<file path="config.mk">
export PLATFORM = sky130hd
export DESIGN_NAME = scan_timer_display
export DESIGN_NICKNAME = d
export VERILOG_FILES = /design/src/rtl/scan_timer_display.sv
export SDC_FILE = /design/constraint.sdc
export NUM_CORES = 1
export LEC_CHECK = 0
export BUFFER_PORTS_ARGS = -buffer_cell sky130_fd_sc_hd__buf_2
export CORE_AREA = 2 2 111 113
export CTS_CLUSTER_DIAMETER = 120
export DETAILED_ROUTE_END_ITERATION = 10
export DIE_AREA = 0 0 113 115
export HOLD_SLACK_MARGIN = 0.06
export PLACE_DENSITY = 0.66
export SKIP_LAST_GASP = 1
export SLEW_MARGIN = 0
export SYNTH_ARGS = -nofsm -noshare
export SYNTH_HDL_FRONTEND = slang
export SYNTH_SLANG_ARGS = --single-unit
export TNS_END_PERCENT = 5
</file>
<file path="constraint.sdc">
create_clock -name clock -period 3.6 [get_ports clock]
set_input_delay 0.9 -clock clock [delete_from_list [all_inputs] [get_ports clock]]
set_output_delay 0.9 -clock clock [all_outputs]
set_load 0.02 [all_outputs]
</file>
<file path="src/rtl/scan_timer_display.sv">
// ---------------------------------------------------------------------------
// scan_timer_display
//   Up/down BCD counter (mm:ss, hh:mm:ss or plain decimal) driving a
//   multiplexed, active-low 7-segment display.
//
//   Ports
//     clock     : system clock, rising edge
//     reset     : asynchronous active-low reset
//     run       : prescaler enable
//     up_dn     : 1 = count up, 0 = count down
//     clear     : synchronous clear of count, prescaler and expired
//     load      : synchronous load of load_bcd (validated first)
//     load_bcd  : BCD load value, digit 0 in bits [3:0] (rightmost)
//     blank_lz  : blank leading zero digits
//     AN        : active-low one-hot digit anodes, AN[0] = rightmost
//     C         : active-low segments {g,f,e,d,c,b,a}
//     DP        : active-low decimal point
//     expired   : sticky, set when a down count ticks at zero
//     load_err  : one-cycle pulse when a load is rejected
// ---------------------------------------------------------------------------
module scan_timer_display #(
    parameter int NUM_DIGITS = 4,
    parameter int TIME_MODE  = 1,
    parameter int TICK_DIV   = 100_000_000,
    parameter int SCAN_DIV   = 200_000
) (
    input  logic                    clock,
    input  logic                    reset,
    input  logic                    run,
    input  logic                    up_dn,
    input  logic                    clear,
    input  logic                    load,
    input  logic [4*NUM_DIGITS-1:0] load_bcd,
    input  logic                    blank_lz,
    output logic [NUM_DIGITS-1:0]   AN,
    output logic [6:0]              C,
    output logic                    DP,
    output logic                    expired,
    output logic                    load_err
);

    localparam int CW = 4 * NUM_DIGITS;
    localparam int PW = (TICK_DIV > 1) ? $clog2(TICK_DIV) : 1;
    localparam int SW = (SCAN_DIV > 1) ? $clog2(SCAN_DIV) : 1;
    localparam int IW = $clog2(NUM_DIGITS);
    localparam logic [PW-1:0] PRESC_LAST = PW'(TICK_DIV - 1);
    localparam logic [SW-1:0] SCAN_LAST  = SW'(SCAN_DIV - 1);
    localparam logic [IW-1:0] IDX_LAST   = IW'(NUM_DIGITS - 1);
    // Top digit pair counts hours 00..23
    localparam bit HOURS = (TIME_MODE == 1) && (NUM_DIGITS == 6);

    // Largest value digit i may take when counting up. The hours units digit
    // only reaches 3 once the hours tens digit is 2.
    function automatic logic [3:0] up_max(input int i, input logic [CW-1:0] v);
        if (TIME_MODE == 0)     return 4'd9;
        if (HOURS && i == 5)    return 4'd2;
        if (HOURS && i == 4)    return (v[CW-1 -: 4] == 4'd2) ? 4'd3 : 4'd9;
        if (i % 2 == 1)         return 4'd5;
        return 4'd9;
    endfunction

    // Value a digit takes when a borrow passes through it. Borrowing through
    // the hours units digit always leaves the tens at 0 or 1, so 9 is right.
    function automatic logic [3:0] dn_max(input int i);
        if (TIME_MODE == 0)     return 4'd9;
        if (i % 2 == 1)         return 4'd5;
        return 4'd9;
    endfunction

    function automatic logic [CW-1:0] bcd_inc(input logic [CW-1:0] v);
        logic [CW-1:0] r;
        logic          carry;
        r     = v;
        carry = 1'b1;
        for (int i = 0; i < NUM_DIGITS; i++) begin
            if (carry) begin
                if (v[4*i +: 4] == up_max(i, v)) begin
                    r[4*i +: 4] = 4'd0;
                end else begin
                    r[4*i +: 4] = v[4*i +: 4] + 4'd1;
                    carry       = 1'b0;
                end
            end
        end
        return r;
    endfunction

    // Only called with a non-zero count, so the borrow always resolves.
    function automatic logic [CW-1:0] bcd_dec(input logic [CW-1:0] v);
        logic [CW-1:0] r;
        logic          borrow;
        r      = v;
        borrow = 1'b1;
        for (int i = 0; i < NUM_DIGITS; i++) begin
            if (borrow) begin
                if (v[4*i +: 4] == 4'd0) begin
                    r[4*i +: 4] = dn_max(i);
                end else begin
                    r[4*i +: 4] = v[4*i +: 4] - 4'd1;
                    borrow      = 1'b0;
                end
            end
        end
        return r;
    endfunction

    function automatic logic bcd_valid(input logic [CW-1:0] v);
        logic ok;
        ok = 1'b1;
        for (int i = 0; i < NUM_DIGITS; i++) begin
            if (v[4*i +: 4] > 4'd9) ok = 1'b0;
            if (TIME_MODE == 1 && i % 2 == 1 && v[4*i +: 4] > 4'd5) ok = 1'b0;
        end
        if (HOURS && (v[CW-1 -: 4] > 4'd2 ||
                      (v[CW-1 -: 4] == 4'd2 && v[CW-5 -: 4] > 4'd3))) ok = 1'b0;
        return ok;
    endfunction

    function automatic logic [6:0] seg7(input logic [3:0] d);
        case (d)
            4'd0:    return 7'b1000000;
            4'd1:    return 7'b1111001;
            4'd2:    return 7'b0100100;
            4'd3:    return 7'b0110000;
            4'd4:    return 7'b0011001;
            4'd5:    return 7'b0010010;
            4'd6:    return 7'b0000010;
            4'd7:    return 7'b1111000;
            4'd8:    return 7'b0000000;
            4'd9:    return 7'b0010000;
            default: return 7'b1111111;
        endcase
    endfunction

    logic [CW-1:0]         count;
    logic [PW-1:0]         presc;
    logic [SW-1:0]         scan_cnt;
    logic [IW-1:0]         scan_idx;
    logic [NUM_DIGITS-1:0] blank_mask;
    logic                  zero_run;
    logic [3:0]            cur_digit;
    logic                  cur_blank;
    logic                  cur_dp_pos;
    logic                  tick;
    logic                  load_ok;

    assign tick    = run && (presc == PRESC_LAST);
    assign load_ok = bcd_valid(load_bcd);

    // Select the digit at the scan index and decide whether it is blanked:
    // a digit above 0 is blanked when it and everything to its left is zero.
    always_comb begin
        zero_run   = 1'b1;
        blank_mask = '0;
        for (int i = NUM_DIGITS - 1; i >= 0; i--) begin
            zero_run      = zero_run && (count[4*i +: 4] == 4'd0);
            blank_mask[i] = blank_lz && (i != 0) && zero_run;
        end
        cur_digit  = 4'd0;
        cur_blank  = 1'b0;
        cur_dp_pos = 1'b0;
        for (int i = 0; i < NUM_DIGITS; i++) begin
            if (scan_idx == IW'(i)) begin
                cur_digit  = count[4*i +: 4];
                cur_blank  = blank_mask[i];
                cur_dp_pos = (i == 2) || (i == 4);
            end
        end
    end

    always_ff @(posedge clock or negedge reset) begin
        if (!reset) begin
            count    <= '0;
            presc    <= '0;
            scan_cnt <= '0;
            scan_idx <= '0;
            expired  <= 1'b0;
            load_err <= 1'b0;
            AN       <= '1;
            C        <= 7'b1111111;
            DP       <= 1'b1;
        end else begin
            // Count path: clear beats load beats tick
            load_err <= 1'b0;
            if (clear) begin
                count   <= '0;
                presc   <= '0;
                expired <= 1'b0;
            end else if (load) begin
                if (load_ok) begin
                    count   <= load_bcd;
                    presc   <= '0;
                    expired <= 1'b0;
                end else begin
                    load_err <= 1'b1;
                end
            end else if (run) begin
                presc <= tick ? '0 : presc + 1'b1;
                if (tick) begin
                    if (up_dn)            count   <= bcd_inc(count);
                    else if (count == '0) expired <= 1'b1;
                    else                  count   <= bcd_dec(count);
                end
            end

            // Scan path, free-running regardless of run
            if (scan_cnt == SCAN_LAST) begin
                scan_cnt <= '0;
                scan_idx <= (scan_idx == IDX_LAST) ? '0 : scan_idx + 1'b1;
            end else begin
                scan_cnt <= scan_cnt + 1'b1;
            end

            // Display registers, one cycle behind scan index and count
            AN <= cur_blank ? '1 : ~(NUM_DIGITS'(1) << scan_idx);
            C  <= cur_blank ? 7'b1111111 : seg7(cur_digit);
            DP <= !((TIME_MODE == 1) && !cur_blank && cur_dp_pos);
        end
    end

endmodule

</file>
; After elaboration in Yosys (flattened, before gate mapping)
; Memory sizes are Yosys's and may differ from the RTL's.
; Index checks and enable logic that the tools add are counted.
; W data, S select, Z words.
[classes]
n_lt_le_gt_ge = 6
n_eq_ne = 15
shifts = 1
bitwise_logic = 1
addsub = 11
mux = 142
n_reduce_logical = 27
[ops]
columns = op, count
row1 = $mux W4, 35
row2 = $mux W27, 5
row3 = $mux W16, 7
row4 = $mux W1, 92
row5 = $add A27 B1 Y27 const B, 1
row6 = $eq A27 B27 Y1 const B, 1
row7 = $add A18 B1 Y18 const B, 1
row8 = $eq A18 B18 Y1 const B, 1
row9 = $mux W18, 1
row10 = $reduce_and A6 Y1, 3
row11 = $add A4 B1 Y4 const B, 4
row12 = $gt A4 B4 Y1 const B, 4
row13 = $logic_not A16 Y1, 1
row14 = $logic_not A4 Y1, 4
row15 = $sub A4 B1 Y4 const B, 4
row16 = $ne A4 B1 Y1 const B, 3
row17 = $reduce_bool A4 Y1, 3
row18 = $reduce_bool A3 Y1, 3
row19 = $eq A4 B4 Y1, 2
row20 = $eq A4 B4 Y1 const B, 2
row21 = $gt A4 B3 Y1 const B, 2
row22 = $logic_and A1 B1 Y1, 7
row23 = $mux W7, 1
row24 = $reduce_and A5 Y1, 1
row25 = 13 further kinds, 15
[totals]
elab_cells = 216
mem_count = 1
register_bits = 77
output_inout_bits = 14
rom_bits = 112
[memory_table]
columns = name, words, word_bits, rd, rd_ports_with_merged_regs, wr, line_no
row1 = (name not given), 16, 7, 1, 0, 0, 120  ; case (d)

; Depth between registers and ports, before layout
[logic_depth]
word_depth = 55
ltp_mapped = 11

; Worst setup path before layout
; No wires, ideal clock.
[synth_timing]
kind = input to register
from = input load
to = register count[12]
slack_ns = 1.146
arrival_ns = 2.330
required_ns = 3.475
cell_stages = 6
cell_sequence = buf_2 > or2_2 > nor2_1 > a21oi_1 > nand4_1 > mux2_2
[synth_via]
elab_chain_cells = 2
[synth_lines]
columns = element, line_no
row1 = start: declaration, 32  ; input logic load,
row2 = "$ne A4 B1 Y1 (no source line), or another cell as far along", -
row3 = $reduce_and A6 Y1 (no source line) or $mux W16 (tied branches), -
row4 = end signal: assignment, 191  ; count <= load_bcd;
row5 = end signal: assignment, 200  ; if (up_dn) count <= bcd_inc(count);
row6 = end signal: assignment, 202  ; else count <= bcd_dec(count);
row7 = end: declaration, 135  ; logic [CW-1:0] count;
; Several ways; a longest one is shown, not always the timed one.
; A chain may end at the register's enable or synchronous reset.

; Final worst setup path
[layout_timing]
from = register presc[0]
to = register count[9]
[layout_via]
elab_chain_cells = 4
[layout_lines]
columns = element, line_no
row1 = start: declaration, 136  ; logic [PW-1:0] presc;
row2 = start signal: assignment, 198  ; presc <= tick ? '0 : presc + 1'b1;
row3 = $eq A27 B27 Y1, 147  ; assign tick = run && (presc == PRESC_LAST);
row4 = $logic_and A1 B1 Y1, 147
row5 = $reduce_bool A3 Y1 (no source line), -
row6 = $reduce_and A6 Y1 (no source line), -
; Every way passes these cells.

==> results.cfg <==
[sta]
worst_pin_slew_ns = 0.973
layout_min_cycle_time_ns = 2.85
slew_headroom_pct = 35.2
clock.fmax_mhz = 351
grt_setup_unrepaired = no
finalSetupViolCount = 0
report.final.slew_viol_count = 0
timing.setup.tns_ns = 0
finClkSkew_ns = 0.00726
whs_ns = 0.481
fin_crit_sh_pct = 79.0
report.final.hold_viol_count = 0

[clock_network]
cts_resized = 0
cts_setup_buffers = 0
clock_tree.buffer_depth = 2
root_buffer = clkbuf_16
cts_tree = yes
htree_levels = 3
clkTransAtPathRegs_ns = 0.06
cts.sinks = 77
hold_buffers = 0
insertion_delay_ns = 0.34
numCtsBuffers = 9

[routing]
dr.pass1.iters = 8
routedWlPerCell_um = 15.4
first_iter_violations = 292
drc = 1
vias_per_cell = 5.64
antenna_left = 0
vias = 3995
drt-total-wl_mm = 10.9

[synthesis]
synth_xor_area_share_pct = 6.58
synth_top_family_by_area = simple AND/OR/NAND/NOR gates
synthFlopType = dfrtp_1
yosysSeqAreaShare_pct = 41.7
synth_cell_types = 54
syn_area_mm2 = 0.00466
synthArstFlopShare_pct = 100
syn_nets = 575
synth-compound-area-share_pct = 16.4
synth_cells = 528
synth_fa_ha_area_share_pct = 6.45
yosys.area_share.simple_pct = 23.2
synth_mux_area_share_pct = 2.01
synth_warnings = 0
synth_edf_count = 0
yosys_register_bits = 77
postSynthAreaPerCell_um2 = 8.82

[floorplanning]
die_x_um = 113
die_height_um = 115
die_area_mm2 = 0.0130
coreArea_mm2 = 0.0118
start_util_pct = 39.4
io_pins = 37
rows = 40

[run]
maxCapViolCount = 0

[layout]
antenna_cells = 0
drive_above_1_share_pct = 13.7
fin_util_pct = 44.5
layout.cells.non_filler = 708
nets = 603
syn2layout_area_growth_pct = 12.8

[critical_path]
critPathSlowestCell = o41ai_4
cp_max_fo = 14
cp_cell_sequence = ha_1, nand2_1, or3_4, o41ai_4, nand3_1, a211oi_1, a21oi_1
required_ns = 3.81
cp-start-kind = flip-flop
endpoint_kind = flip-flop
crit_path_max_incr_delay_ns = 0.75
worstSetupPathType = reg -> reg
critPathArrivalTime_ns = 3.06

[grt]
use_met2_pct = 29.3
overflow = 0
top_usage_layer = met2
grt_use_total_pct = 17.6
first_global_vias = 3834
grtUsageMet1_pct = 22.3
grt_pass1_wl_mm = 18.4
grtUsageMet3_pct = 3.58
grt_max_degree = 78
antenna_found_initial = 0

[placement]
dp_hpwl_mm = 7.72
port_buffers = 36
globalplace.congestion = 0.885
dp.cells = 692

[power]
p_per_area_mw_per_mm2 = 461
total_power_uw = 2420
leakage_uw = 0.00225
ir_drop_uv = 262

[min_path]
hold_class = reg -> reg

[run_status]
failed_checks = design-rule violations
status = finished, violations left
## Yosys cell counts (all sizes together), types with 3 or more instances
cell type,n,area [um2]
a211oi,5,37.5
a21oi,36,180
a221oi,4,35.0
a22o,3,26.3
a22oi,6,45.0
and3,8,50.1
and4,3,26.3
buf,5,26.3
clkbuf,19,71.3
dfrtp,65,1630
dfstp,12,315
ha,24,300
inv,20,75.1
mux2,3,33.8
mux2i,6,60.1
nand2,55,206
nand3,24,120
nand3b,3,22.5
nand4,6,37.5
nor2,47,176
nor2b,8,50.1
nor3,23,115
nor3b,6,45.0
nor4,12,75.1
o21ai,46,230
o31ai,10,75.1
or3,7,48.8
xnor2,28,245
xor2,7,61.3
## worst max-delay path: cells and delay by family (launching register included)
family / cells / cell delay, ns
fa+ha+maj: 1 / 0.23
simple gates: 3 / 0.93
flops: 1 / 0.41
compound gates: 3 / 1.14
## cell usage in the layout (no fill, tap or decap), types with 6 or more instances in the layout
cell and instances:
ha_1 24, o31ai_1 10, nor3b_1 6, nor2_1 47, dfrtp_1 65, nand4_1 6, dfstp_2 12, nor4_1 12
xor2_1 7, clkbuf_16 9, o21ai_0 46, nand2_1 55, and3_1 8, buf_2 35, or3_1 6, nor3_1 23
inv_1 20, nand3_1 24, a22oi_1 6, a21oi_1 36, xnor2_1 28, buf_4 6, mux2i_1 6, nor2b_1 8
## worst paths after layout
kind	to	cells past startpoint	slack, ns	from
worst min-delay path	scan_cnt[0]$_DFF_PN0_	1	0.48	scan_cnt[0]$_DFF_PN0_
worst max-delay path	count[9]$_DFFE_PN0P_	7	0.75	presc[0]$_DFFE_PN0P_
min in group asynchronous	presc[7]$_DFFE_PN0P_	1	0.71	reset
worst min register to register	scan_cnt[0]$_DFF_PN0_	1	0.48	scan_cnt[0]$_DFF_PN0_
worst max register to register	count[9]$_DFFE_PN0P_	7	0.75	presc[0]$_DFFE_PN0P_
max in group asynchronous	scan_cnt[5]$_DFF_PN0_	1	2.25	reset
## routing by layer
metal / part of all wire [%] / vias up
li1: - / 1938
met3: 4.2 / 22
met4: 2.5 / 0
met5: 0 / -
met1: 45 / 1946
met2: 48 / 89
## through the flow
| step | setup WS (ns) | area [um2] |
|---|---|---|
| 2_1_floorplan | 1.15 | 4660 |
| 3_3_place_gp | 0.650 | 4970 |
| 3_5_place_dp | 0.614 | 4970 |
| 4_1_cts | 0.742 | 5260 |
| 5_1_grt | 0.513 | 5260 |
| 6_report | 0.754 | 5260 |
## state kept, by name, summed over array words and instances, names as in the netlist
name      flops
AN            4
scan_idx      2
expired       1
presc        27
C             7
load_err      1
scan_cnt     18
DP            1
count        16
## power by group
group | leakage [uW] | internal, uW | switching, uW
Combinational | 0.00111 | 198 | 303
Sequential | 0.00100 | 944 | 94.5
Clock | 0.000139 | 533 | 352
Total | 0.00225 | 1680 | 749
## cell type report
type / count / area [um2]
sequential: 77 / 1940
clock buffer: 11 / 233
fill: 1154 / 6560
clock inverter: 5 / 52.6
inverter: 20 / 75.1
multi-input combinational: 407 / 2550
tap: 147 / 184
timing repair buffer: 41 / 220
## kinds of logic (layout without fill, tap and decap cells)
| family | after synthesis | after routing |
|---|---|---|
| AOI/OAI and AO/OA | 124 | 124 |
| xor gates and xnor gates | 35 | 35 |
| adders and majority gates | 24 | 24 |
| buffers and inverters | 44 | 77 |
| DFF | 77 | 77 |
| muxes | 9 | 9 |
| and+or+nand+nor | 215 | 215 |
Power figures use the tool's default switching activity.
